$ cat config.mk
export PLATFORM = sky130hd
export DESIGN_NAME = fifo_replay_ctrl_flat
export DESIGN_NICKNAME = d
export VERILOG_FILES = /design/src/rtl/fifo_replay_ctrl_pkg.sv /design/src/rtl/fifo_replay_ctrl_if.sv /design/src/rtl/fifo_replay_ctrl.sv /design/src/flat_wrapper.sv
export SDC_FILE = /design/constraint.sdc
export NUM_CORES = 1
export LEC_CHECK = 0
export ABC_AREA = 0
export CORE_ASPECT_RATIO = 2
export CORE_MARGIN = 3
export CORE_UTILIZATION = 50
export DETAILED_ROUTE_END_ITERATION = 12
export GPL_ROUTABILITY_DRIVEN = 0
export PLACE_DENSITY = 0.81
export SLEW_MARGIN = 15
export SYNTH_ARGS = -nofsm -noshare
export SYNTH_HDL_FRONTEND = slang
export SYNTH_SLANG_ARGS = --single-unit
$ cat constraint.sdc
create_clock -name iclk -period 6.54 [get_ports iclk]
set_input_delay 0.654 -clock iclk [delete_from_list [all_inputs] [get_ports iclk]]
set_output_delay 0.654 -clock iclk [all_outputs]
set_load 0.05 [all_outputs]
$ cat src/rtl/fifo_replay_ctrl_pkg.sv
// Shared definitions for the fifo replay controller.
// Holds the FSM state encoding, default sizing and the largest batch the fifo can hold.
package fifo_replay_ctrl_pkg;

  localparam int unsigned FRC_NDEPTH  = 4;
  localparam int unsigned FRC_NPW     = 8;
  // The fifo cannot tell full from empty, so one slot is always unused.
  localparam int unsigned FRC_MAX_LEN = (1 << FRC_NDEPTH) - 1;

  typedef enum logic [2:0] {
    ST_IDLE   = 3'd0,
    ST_CLEAR  = 3'd1,
    ST_LOAD   = 3'd2,
    ST_REWIND = 3'd3,
    ST_REPLAY = 3'd4,
    ST_NEXT   = 3'd5,
    ST_DONE   = 3'd6
  } state_t;

endpackage

$ cat src/rtl/fifo_replay_ctrl_if.sv
// Control strobes between the replay controller and its fifo.
//   ofifo_write/read/rrst/wrst : controller -> fifo strobes
//   ififo_end                  : fifo -> controller, read pointer caught up with write pointer
interface fifo_replay_ctrl_if;

  logic ofifo_write;
  logic ofifo_read;
  logic ofifo_rrst;
  logic ofifo_wrst;
  logic ififo_end;

  modport master (
    output ofifo_write, ofifo_read, ofifo_rrst, ofifo_wrst,
    input  ififo_end
  );

  modport slave (
    input  ofifo_write, ofifo_read, ofifo_rrst, ofifo_wrst,
    output ififo_end
  );

endinterface

$ cat src/rtl/fifo_replay_ctrl.sv
// Sequences one fifo as a replay buffer: loads ilen words, then replays them npass times.
// Ports:
//   iclk, iresetn          clock, synchronous active-high reset
//   istart, ilen, inpass   batch start (IDLE only), length and replay count
//   iin_valid / oin_ready  upstream handshake; accepted words are written into the fifo
//   fifo (master)          fifo write/read/rrst/wrst strobes and end flag
//   iout_ready             consumer can take a word next cycle
//   oout_valid, oout_last  fifo odata qualifier and last-word-of-pass marker
//   opass                  pass currently replayed
//   obusy, odone, oerr     not idle, batch-complete pulse, sticky over-read flag
module fifo_replay_ctrl
  import fifo_replay_ctrl_pkg::*;
#(
  parameter int unsigned NDEPTH = FRC_NDEPTH,
  parameter int unsigned NPW    = FRC_NPW
) (
  input  logic              iclk,
  input  logic              iresetn,
  input  logic              istart,
  input  logic [NDEPTH-1:0] ilen,
  input  logic [NPW-1:0]    inpass,
  input  logic              iin_valid,
  output logic              oin_ready,
  fifo_replay_ctrl_if.master fifo,
  input  logic              iout_ready,
  output logic              oout_valid,
  output logic              oout_last,
  output logic [NPW-1:0]    opass,
  output logic              obusy,
  output logic              odone,
  output logic              oerr
);

  state_t            state, state_nxt;
  logic [NDEPTH-1:0] len, wr_cnt, rd_cnt;
  logic [NPW-1:0]    npass;
  logic              start_c, write_c, read_c, rrst_c, wrst_c, pass_inc_c;

  // State register.
  always_ff @(posedge iclk) begin
    if (iresetn) state <= ST_IDLE;
    else         state <= state_nxt;
  end

  // Next state and strobes.
  always_comb begin
    state_nxt  = state;
    start_c    = 1'b0;
    oin_ready  = 1'b0;
    write_c    = 1'b0;
    read_c     = 1'b0;
    rrst_c     = 1'b0;
    wrst_c     = 1'b0;
    pass_inc_c = 1'b0;
    odone      = 1'b0;
    obusy      = (state != ST_IDLE);
    case (state)
      ST_IDLE: begin
        if (istart) begin
          start_c   = 1'b1;
          state_nxt = ST_CLEAR;
        end
      end
      ST_CLEAR: begin
        wrst_c    = 1'b1;
        rrst_c    = 1'b1;
        state_nxt = (len == '0) ? ST_DONE : ST_LOAD;
      end
      ST_LOAD: begin
        oin_ready = (wr_cnt < len);
        write_c   = iin_valid & oin_ready;
        if (wr_cnt == len) state_nxt = ST_REWIND;
      end
      ST_REWIND: begin
        rrst_c    = 1'b1;
        state_nxt = ST_REPLAY;
      end
      ST_REPLAY: begin
        read_c = iout_ready & (rd_cnt < len);
        if (rd_cnt == len) state_nxt = ST_NEXT;
      end
      // Idle cycle lets the final registered oout_valid drain before rewinding.
      ST_NEXT: begin
        if (opass == NPW'(npass - 1'b1)) begin
          state_nxt = ST_DONE;
        end else begin
          pass_inc_c = 1'b1;
          state_nxt  = ST_REWIND;
        end
      end
      ST_DONE: begin
        odone     = 1'b1;
        state_nxt = ST_IDLE;
      end
      default: state_nxt = ST_IDLE;
    endcase
  end

  assign fifo.ofifo_write = write_c;
  assign fifo.ofifo_read  = read_c;
  assign fifo.ofifo_rrst  = rrst_c;
  assign fifo.ofifo_wrst  = wrst_c;

  // Batch parameters, counters and the registered read-side qualifiers.
  always_ff @(posedge iclk) begin
    if (iresetn) begin
      len        <= '0;
      npass      <= '0;
      wr_cnt     <= '0;
      rd_cnt     <= '0;
      opass      <= '0;
      oout_valid <= 1'b0;
      oout_last  <= 1'b0;
      oerr       <= 1'b0;
    end else begin
      oout_valid <= read_c;
      oout_last  <= read_c && (rd_cnt == NDEPTH'(len - 1'b1));
      // Fifo reports it has nothing left while we still owe reads.
      if (read_c && fifo.ififo_end) oerr <= 1'b1;
      if (start_c) begin
        len   <= ilen;
        npass <= (inpass == '0) ? NPW'(1) : inpass;
        opass <= '0;
      end
      if (wrst_c)       wr_cnt <= '0;
      else if (write_c) wr_cnt <= wr_cnt + 1'b1;
      if (rrst_c)       rd_cnt <= '0;
      else if (read_c)  rd_cnt <= rd_cnt + 1'b1;
      if (pass_inc_c)   opass  <= opass + 1'b1;
    end
  end

endmodule
$ cat src/flat_wrapper.sv
// flat-port wrapper written by rule: the top's interface ports become plain ports
module fifo_replay_ctrl_flat import fifo_replay_ctrl_pkg::*;
#(
  parameter int unsigned NDEPTH = FRC_NDEPTH,
  parameter int unsigned NPW    = FRC_NPW
)
  (iclk, iresetn, istart, ilen, inpass, iin_valid, oin_ready, iout_ready, oout_valid, oout_last, opass, obusy, odone, oerr, fifo_ofifo_write, fifo_ofifo_read, fifo_ofifo_rrst, fifo_ofifo_wrst, fifo_ififo_end);
  fifo_replay_ctrl_if fifo_i ();
  input  logic iclk;
  input  logic iresetn;
  input  logic istart;
  input  logic [NDEPTH-1:0] ilen;
  input  logic [NPW-1:0] inpass;
  input  logic iin_valid;
  output logic oin_ready;
  input  logic iout_ready;
  output logic oout_valid;
  output logic oout_last;
  output logic [NPW-1:0] opass;
  output logic obusy;
  output logic odone;
  output logic oerr;
  output wire logic [$bits(fifo_i.ofifo_write)-1:0] fifo_ofifo_write;
  output wire logic [$bits(fifo_i.ofifo_read)-1:0] fifo_ofifo_read;
  output wire logic [$bits(fifo_i.ofifo_rrst)-1:0] fifo_ofifo_rrst;
  output wire logic [$bits(fifo_i.ofifo_wrst)-1:0] fifo_ofifo_wrst;
  input wire logic [$bits(fifo_i.ififo_end)-1:0] fifo_ififo_end;
  assign fifo_ofifo_write = fifo_i.ofifo_write;
  assign fifo_ofifo_read = fifo_i.ofifo_read;
  assign fifo_ofifo_rrst = fifo_i.ofifo_rrst;
  assign fifo_ofifo_wrst = fifo_i.ofifo_wrst;
  assign fifo_i.ififo_end = fifo_ififo_end;
  fifo_replay_ctrl #(.NDEPTH(NDEPTH), .NPW(NPW)) u_core (.iclk(iclk), .iresetn(iresetn), .istart(istart), .ilen(ilen), .inpass(inpass), .iin_valid(iin_valid), .oin_ready(oin_ready), .fifo(fifo_i), .iout_ready(iout_ready), .oout_valid(oout_valid), .oout_last(oout_last), .opass(opass), .obusy(obusy), .odone(odone), .oerr(oerr));
endmodule
# After elaboration in Yosys (flattened, before gate mapping)
# Index checks and enable logic that the tools add are counted.
[op_classes]
n_addsub = 5
muxes = 19
n_bitwise = 2
order_cmp = 2
n_reduce_logical = 11
eq_ne = 13
[ops]
columns = ["cell", "count"]
rows = [
  ["$mux W8", 3],
  ["$pmux W3 S6", 1],
  ["$mux W3", 5],
  ["$eq A4 B4 Y1", 3],
  ["$mux W1", 10],
  ["$eq A3 B3 Y1 const B", 3],
  ["$add A4 B1 Y4 const B", 2],
  ["$add A8 B1 Y8 const B", 1],
  ["$eq A8 B8 Y1", 1],
  ["$logic_not A8 Y1", 1],
  ["$lt A4 B4 Y1", 2],
  ["$sub A8 B1 Y8 const B", 1],
  ["$eq A3 B2 Y1 const B", 2],
  ["$reduce_or A2 Y1", 3],
  ["$logic_not A4 Y1", 1],
  ["$ne A2 B1 Y1 const B", 2],
  ["$sub A4 B1 Y4 const B", 1],
  ["$eq A3 B1 Y1 const B", 1],
  ["$logic_not A3 Y1", 1],
  ["$reduce_and A3 Y1", 1],
  ["$reduce_bool A3 Y1", 1],
  ["$and A1 B1 Y1", 2],
  ["$logic_and A1 B1 Y1", 2],
  ["$ne A2 B2 Y1 const B", 1],
  ["$reduce_bool A2 Y1", 1],
]
[word_totals]
regBits = 34
inputBits = 18
word_cells = 61
out_inout_bits = 18

# Depth between registers and ports, before layout
[logic_depth]
word_depth = 5
ltp_mapped = 9
depth_no_buf = 8

# Worst setup path after synthesis
# OpenSTA, ideal clock, no wires.
[synth_path]
path_type = "register to output"
start = "register u_core.len[1]"
end = "output port fifo_ofifo_read"
path_buffers = 0
slack_ns = 3.957
path_stages_with_launch = 7
arrival_time_ns = 1.929
cell_sequence = "dfxtp_1 > inv_1 > ha_1 > nor2b_1 > o21a_1 > o21a_1 > nor2_1"
[synth_between]
elab_chain_len = 3
[synth_rtl]
columns = ["element", "line_no", "source"]
rows = [
  ["start, declared", "fifo_replay_ctrl.sv:35", "logic [NDEPTH-1:0] len, wr_cnt, rd_cnt;"],
  ["start signal, assigned", "fifo_replay_ctrl.sv:121", "len <= ilen;"],
  ["$lt A4 B4 Y1", "fifo_replay_ctrl.sv:79", "read_c = iout_ready & (rd_cnt < len);"],
  ["$and A1 B1 Y1", "fifo_replay_ctrl.sv:79", ""],
  ["$mux W1", "fifo_replay_ctrl.sv:57", "case (state)"],
  ["end, declared", "flat_wrapper.sv:24", "output wire logic [$bits(fifo_i.ofifo_read)-1:0] fifo_ofifo_read;"],
]
# Every way passes these cells.

# Worst setup path after layout
[layout_path]
start = "register u_core.len[1]"
end = "output port fifo_ofifo_write"
[layout_between]
elab_chain_len = 3
[layout_rtl]
columns = ["element", "line_no", "source"]
rows = [
  ["$lt A4 B4 Y1", "fifo_replay_ctrl.sv:70", "oin_ready = (wr_cnt < len);"],
  ["$and A1 B1 Y1", "fifo_replay_ctrl.sv:71", "write_c = iin_valid & oin_ready;"],
  ["$mux W1", "fifo_replay_ctrl.sv:57", ""],
  ["end, declared", "flat_wrapper.sv:23", "output wire logic [$bits(fifo_i.ofifo_write)-1:0] fifo_ofifo_write;"],
]
# Every way passes these cells.

==> summary.md <==
| Metric | Value |
|---|---|
| Post_cts resized | 0 |
| Nets in the synthesized netlist | 277 |
| Count of mapped cells out of synthesis | approximately 250 |
| Origin of the critical flop-to-flop path | u_core.npass[0]$_SDFFE_PP0P_ |
| Status | finished clean |
| Remaining antenna violation count | 0 |
| Number of vias after detailed routing | roughly 1800 |
| Number of DRC violations after detailed-routing iteration 0 | 55 |
| Actual slew at the worst max-slew pin | roughly 0.86 ns |
| Biggest area consumer among synthesized cells | sky130_fd_sc_hd__dfxtp_1 |
| First drt pass iteration count | 4 |
| Worst Hold Class | reg -> reg |
| Number of port buffers | 35 |
| Largest driver fanout on the critical path | 5 |
| Total global routing track utilization | about 22% |
| Synth Register Bits | 34 |
| Post-CTS setup repair buffer count | 0 |
| Capture endpoint of the worst hold path | u_core.npass[1]$_SDFFE_PP0P_ |
| Crit path launch type | flop |
| Leakage power | between 0.9 and 1 nW |
| DP Wirelength | 3500 microns |
| Final Setup Violations | 0 |
| Die extent in x | roughly 51 microns |
| Final Util | roughly two thirds |
| Critical hold path startpoint | u_core.npass[1]$_SDFFE_PP0P_ |
| Setup CP Type | reg -> out |
| Post-route worst setup slack | 3.18 ns |
| Async set-or-reset flop fraction in the synthesized netlist | 0% |
| Die ar. | 4800 sq um |
| Vias in the first global route | roughly 1800 |
| Synth warn | 0 |
| Power density of the placed cells | about 330 nW/um^2 |
| Num CTS Buffers | 5 |
| Congestion Overflow GR | 0 |
| ANT cells | 0 |
| Pins over their slew limit | 0 |
| Routed wire length per instance | roughly 14 microns |
| Yosys cell types | 43 |
| Post-synth top area share | 34.3% |
| Initial core utilization | 53.3% |
| Hold bufs inserted after CTS | 0 |
| Worst r2r path cells | 8 |
| Final Hold Vio Count | 0 |
| Flip-flop cell with the highest count after synthesis | sky130_fd_sc_hd__dfxtp_1 |
| Number of nets in the layout | 311 |
| H-tree depth reported by CTS | 2 |
| Commonest cells post-synth | 34 x sky130_fd_sc_hd__dfxtp_1, 33 x sky130_fd_sc_hd__nand2_1, 23 x sky130_fd_sc_hd__nor2_1, 18 x sky130_fd_sc_hd__a21oi_1, 17 x sky130_fd_sc_hd__inv_1 |
| Cell Area, Synth | about 2000 sq um |
| Detail-routed via count per cell | ~5.5 |
| Root cell of the clock tree | sky130_fd_sc_hd__clkbuf_8 |
| Max-cap check violation count | 0 |
| Worst max-slew margin expressed relative to the limit | 42.6% |
| Die outline height | 95.1 microns |
| Worst hold path cell count | 2 |
| RSZ-0062 raised after global routing | no |
| Worst endpoint data arrival time | between 2 and 3 ns |
| Worst reg2reg endpoint | u_core.opass[1]$_SDFFE_PP0P_ |
| Std cell rows | 31 |
| DRC violations left | 0 |
| Setup crit end kind | output port |
| Clock-pin slew of the registers on the worst-case setup and hold paths | ~0.070 ns |
| Maximum number of pins on one net before global-route repair | 25 |
| Crit path time final | between 3 and 4 ns |
| CP Data Required Time | between 5 and 6 ns |
| Final period util | between 50 and 60% |
| I/O Pins | 36 |
| Antenna violations before repair | 0 |
| Std-Cell Core Area | between 3000 and 4000 sq um |
| Most common cell in the netlist | sky130_fd_sc_hd__dfxtp_1 |
| CTS tree | built |
| TritonCTS sink count | 34 |
| Max Freq | between 200 and 300 MHz |
| First-pass GRT wire length | 8130 microns |
| Worst-case clock skew | ~0.0065 ns |
| Fraction of the yosys area taken by sequential cells | between 30% and 40% |
| Synth Area per Inst | 8.06 sq um |
| Number of enable flip-flop cells after synthesis | 0 |
| Sum Neg Setup Slack | 0 ns |
| Pre-CTS setup slack | between 3 and 4 ns |
| Worst reg-to-reg setup slack | 3.99 ns |
| Total routed wirelength | between 4000 and 5000 microns |
| Top cells by area in the synthesized netlist | sky130_fd_sc_hd__dfxtp_1 34%, sky130_fd_sc_hd__ha_1 8.2%, sky130_fd_sc_hd__xnor2_1 7.1% |
| Clock latency of the later-clocked register in the worst-skew pair | 0.29 ns |
| Total power of the final layout | 0.000802 W |
| Layout cells sized above 1 | under 10% |
| Maximum ir drop on the vdd rail | 0.262 mV |
| Layout overhead on the synthesized area | 22.5% |
| CTS max path bufs | 2 |
==> report_power, final <==
part	leakage, nW	internal [W]	switching (W)
sequential	0.276	0.000234	0.0000442
clock	0.0482	0.0000848	0.0000748
combinational	0.587	0.000148	0.000216
==> flip-flops by register name (all words and copies together), names as in the netlist <==
register	flops
u_core.npass	8
u_core.opass	8
u_core.len	4
u_core.rd_cnt	4
u_core.wr_cnt	4
u_core.state	3
u_core.oerr	1
u_core.oout_last	1
u_core.oout_valid	1
==> per-layer routing <==
layer | wire (microns) | global-route usage (%)
met1 | 1720 | 22.5
met2 | 2600 | 41.6
met3 | 169 | 4.07
met4 | 147 | 13.5
met5 | 0 | 0
==> through the flow <==
step | area [sq um] | hold slack [ns] | std cells
floorplan | 1980 | 0.448 | 246
global placement | 2340 | 0.462 | 322
detailed placement | 2340 | 0.467 | 322
CTS | 2430 | 0.476 | 330
global route | 2430 | 0.503 | 330
finish | 2430 | 0.472 | 330
==> worst max-delay path by stage <==
| stage | start | end | slack, ns | cells after the start |
|---|---|---|---|---|
| 2_1_floorplan | u_core.len[1]$_SDFFE_PP0P_ | fifo_ofifo_read | 3.96 | 6 |
| 5_1_grt | u_core.len[1]$_SDFFE_PP0P_ | fifo_ofifo_write | 3.04 | 8 |
| 3_5_place_dp | iout_ready | fifo_ofifo_read | 3.50 | 4 |
| 4_1_cts | u_core.len[1]$_SDFFE_PP0P_ | fifo_ofifo_write | 3.17 | 8 |
| 6_report | u_core.len[1]$_SDFFE_PP0P_ | fifo_ofifo_write | 3.18 | 8 |
| 3_3_place_gp | iout_ready | fifo_ofifo_read | 3.54 | 4 |
==> layout by cell type (no fill, tap or decap), types with 5 or more instances in the layout <==
| cell type | n |
|---|---|
| sky130_fd_sc_hd__xnor2_1 | 16 |
| sky130_fd_sc_hd__clkdlybuf4s50_1 | 35 |
| sky130_fd_sc_hd__inv_1 | 17 |
| sky130_fd_sc_hd__xor2_1 | 6 |
| sky130_fd_sc_hd__nand3_1 | 10 |
| sky130_fd_sc_hd__dfxtp_1 | 34 |
| sky130_fd_sc_hd__ha_1 | 13 |
| sky130_fd_sc_hd__clkbuf_8 | 6 |
| sky130_fd_sc_hd__nor2_1 | 23 |
| sky130_fd_sc_hd__nand2_1 | 33 |
| sky130_fd_sc_hd__a21oi_1 | 18 |
| sky130_fd_sc_hd__o21ai_0 | 6 |
| sky130_fd_sc_hd__nor3_1 | 11 |
| sky130_fd_sc_hd__and3_1 | 5 |
==> logic make-up (layout without fill, tap and decap cells) <==
logic type	after synthesis	count (layout)	share of synthesized area, %
buffers and inverters	25	60	6.06
adder cells (fa/ha/maj)	13	13	8.20
AO/OA/AOI/OAI	44	44	14.4
XOR/XNOR	22	22	9.72
AND/OR/NAND/NOR	105	105	25.8
multiplexers	3	3	1.51
flip-flops	34	34	34.3
==> cell type report <==
type	count	area, sq um
clock inverters	1	5.00
multi-input cells	187	1180
well taps	49	61.3
clock buffers	7	86.3
repair buffers	35	350
inverters	17	63.8
fillers	350	1290
flip-flops and latches	34	681
==> critical path, cell delays in order, from the launching register on <==
cell and delay [ns]:
sky130_fd_sc_hd__dfxtp_1 0.36, sky130_fd_sc_hd__inv_1 0.10, sky130_fd_sc_hd__ha_1 0.29, sky130_fd_sc_hd__nor2b_1 0.14
sky130_fd_sc_hd__o21a_1 0.15, sky130_fd_sc_hd__o21ai_0 0.24, sky130_fd_sc_hd__nand3_1 0.25, sky130_fd_sc_hd__inv_1 0.10
sky130_fd_sc_hd__clkdlybuf4s50_1 0.80
No activity file was read; power rests on OpenSTA's default activity.
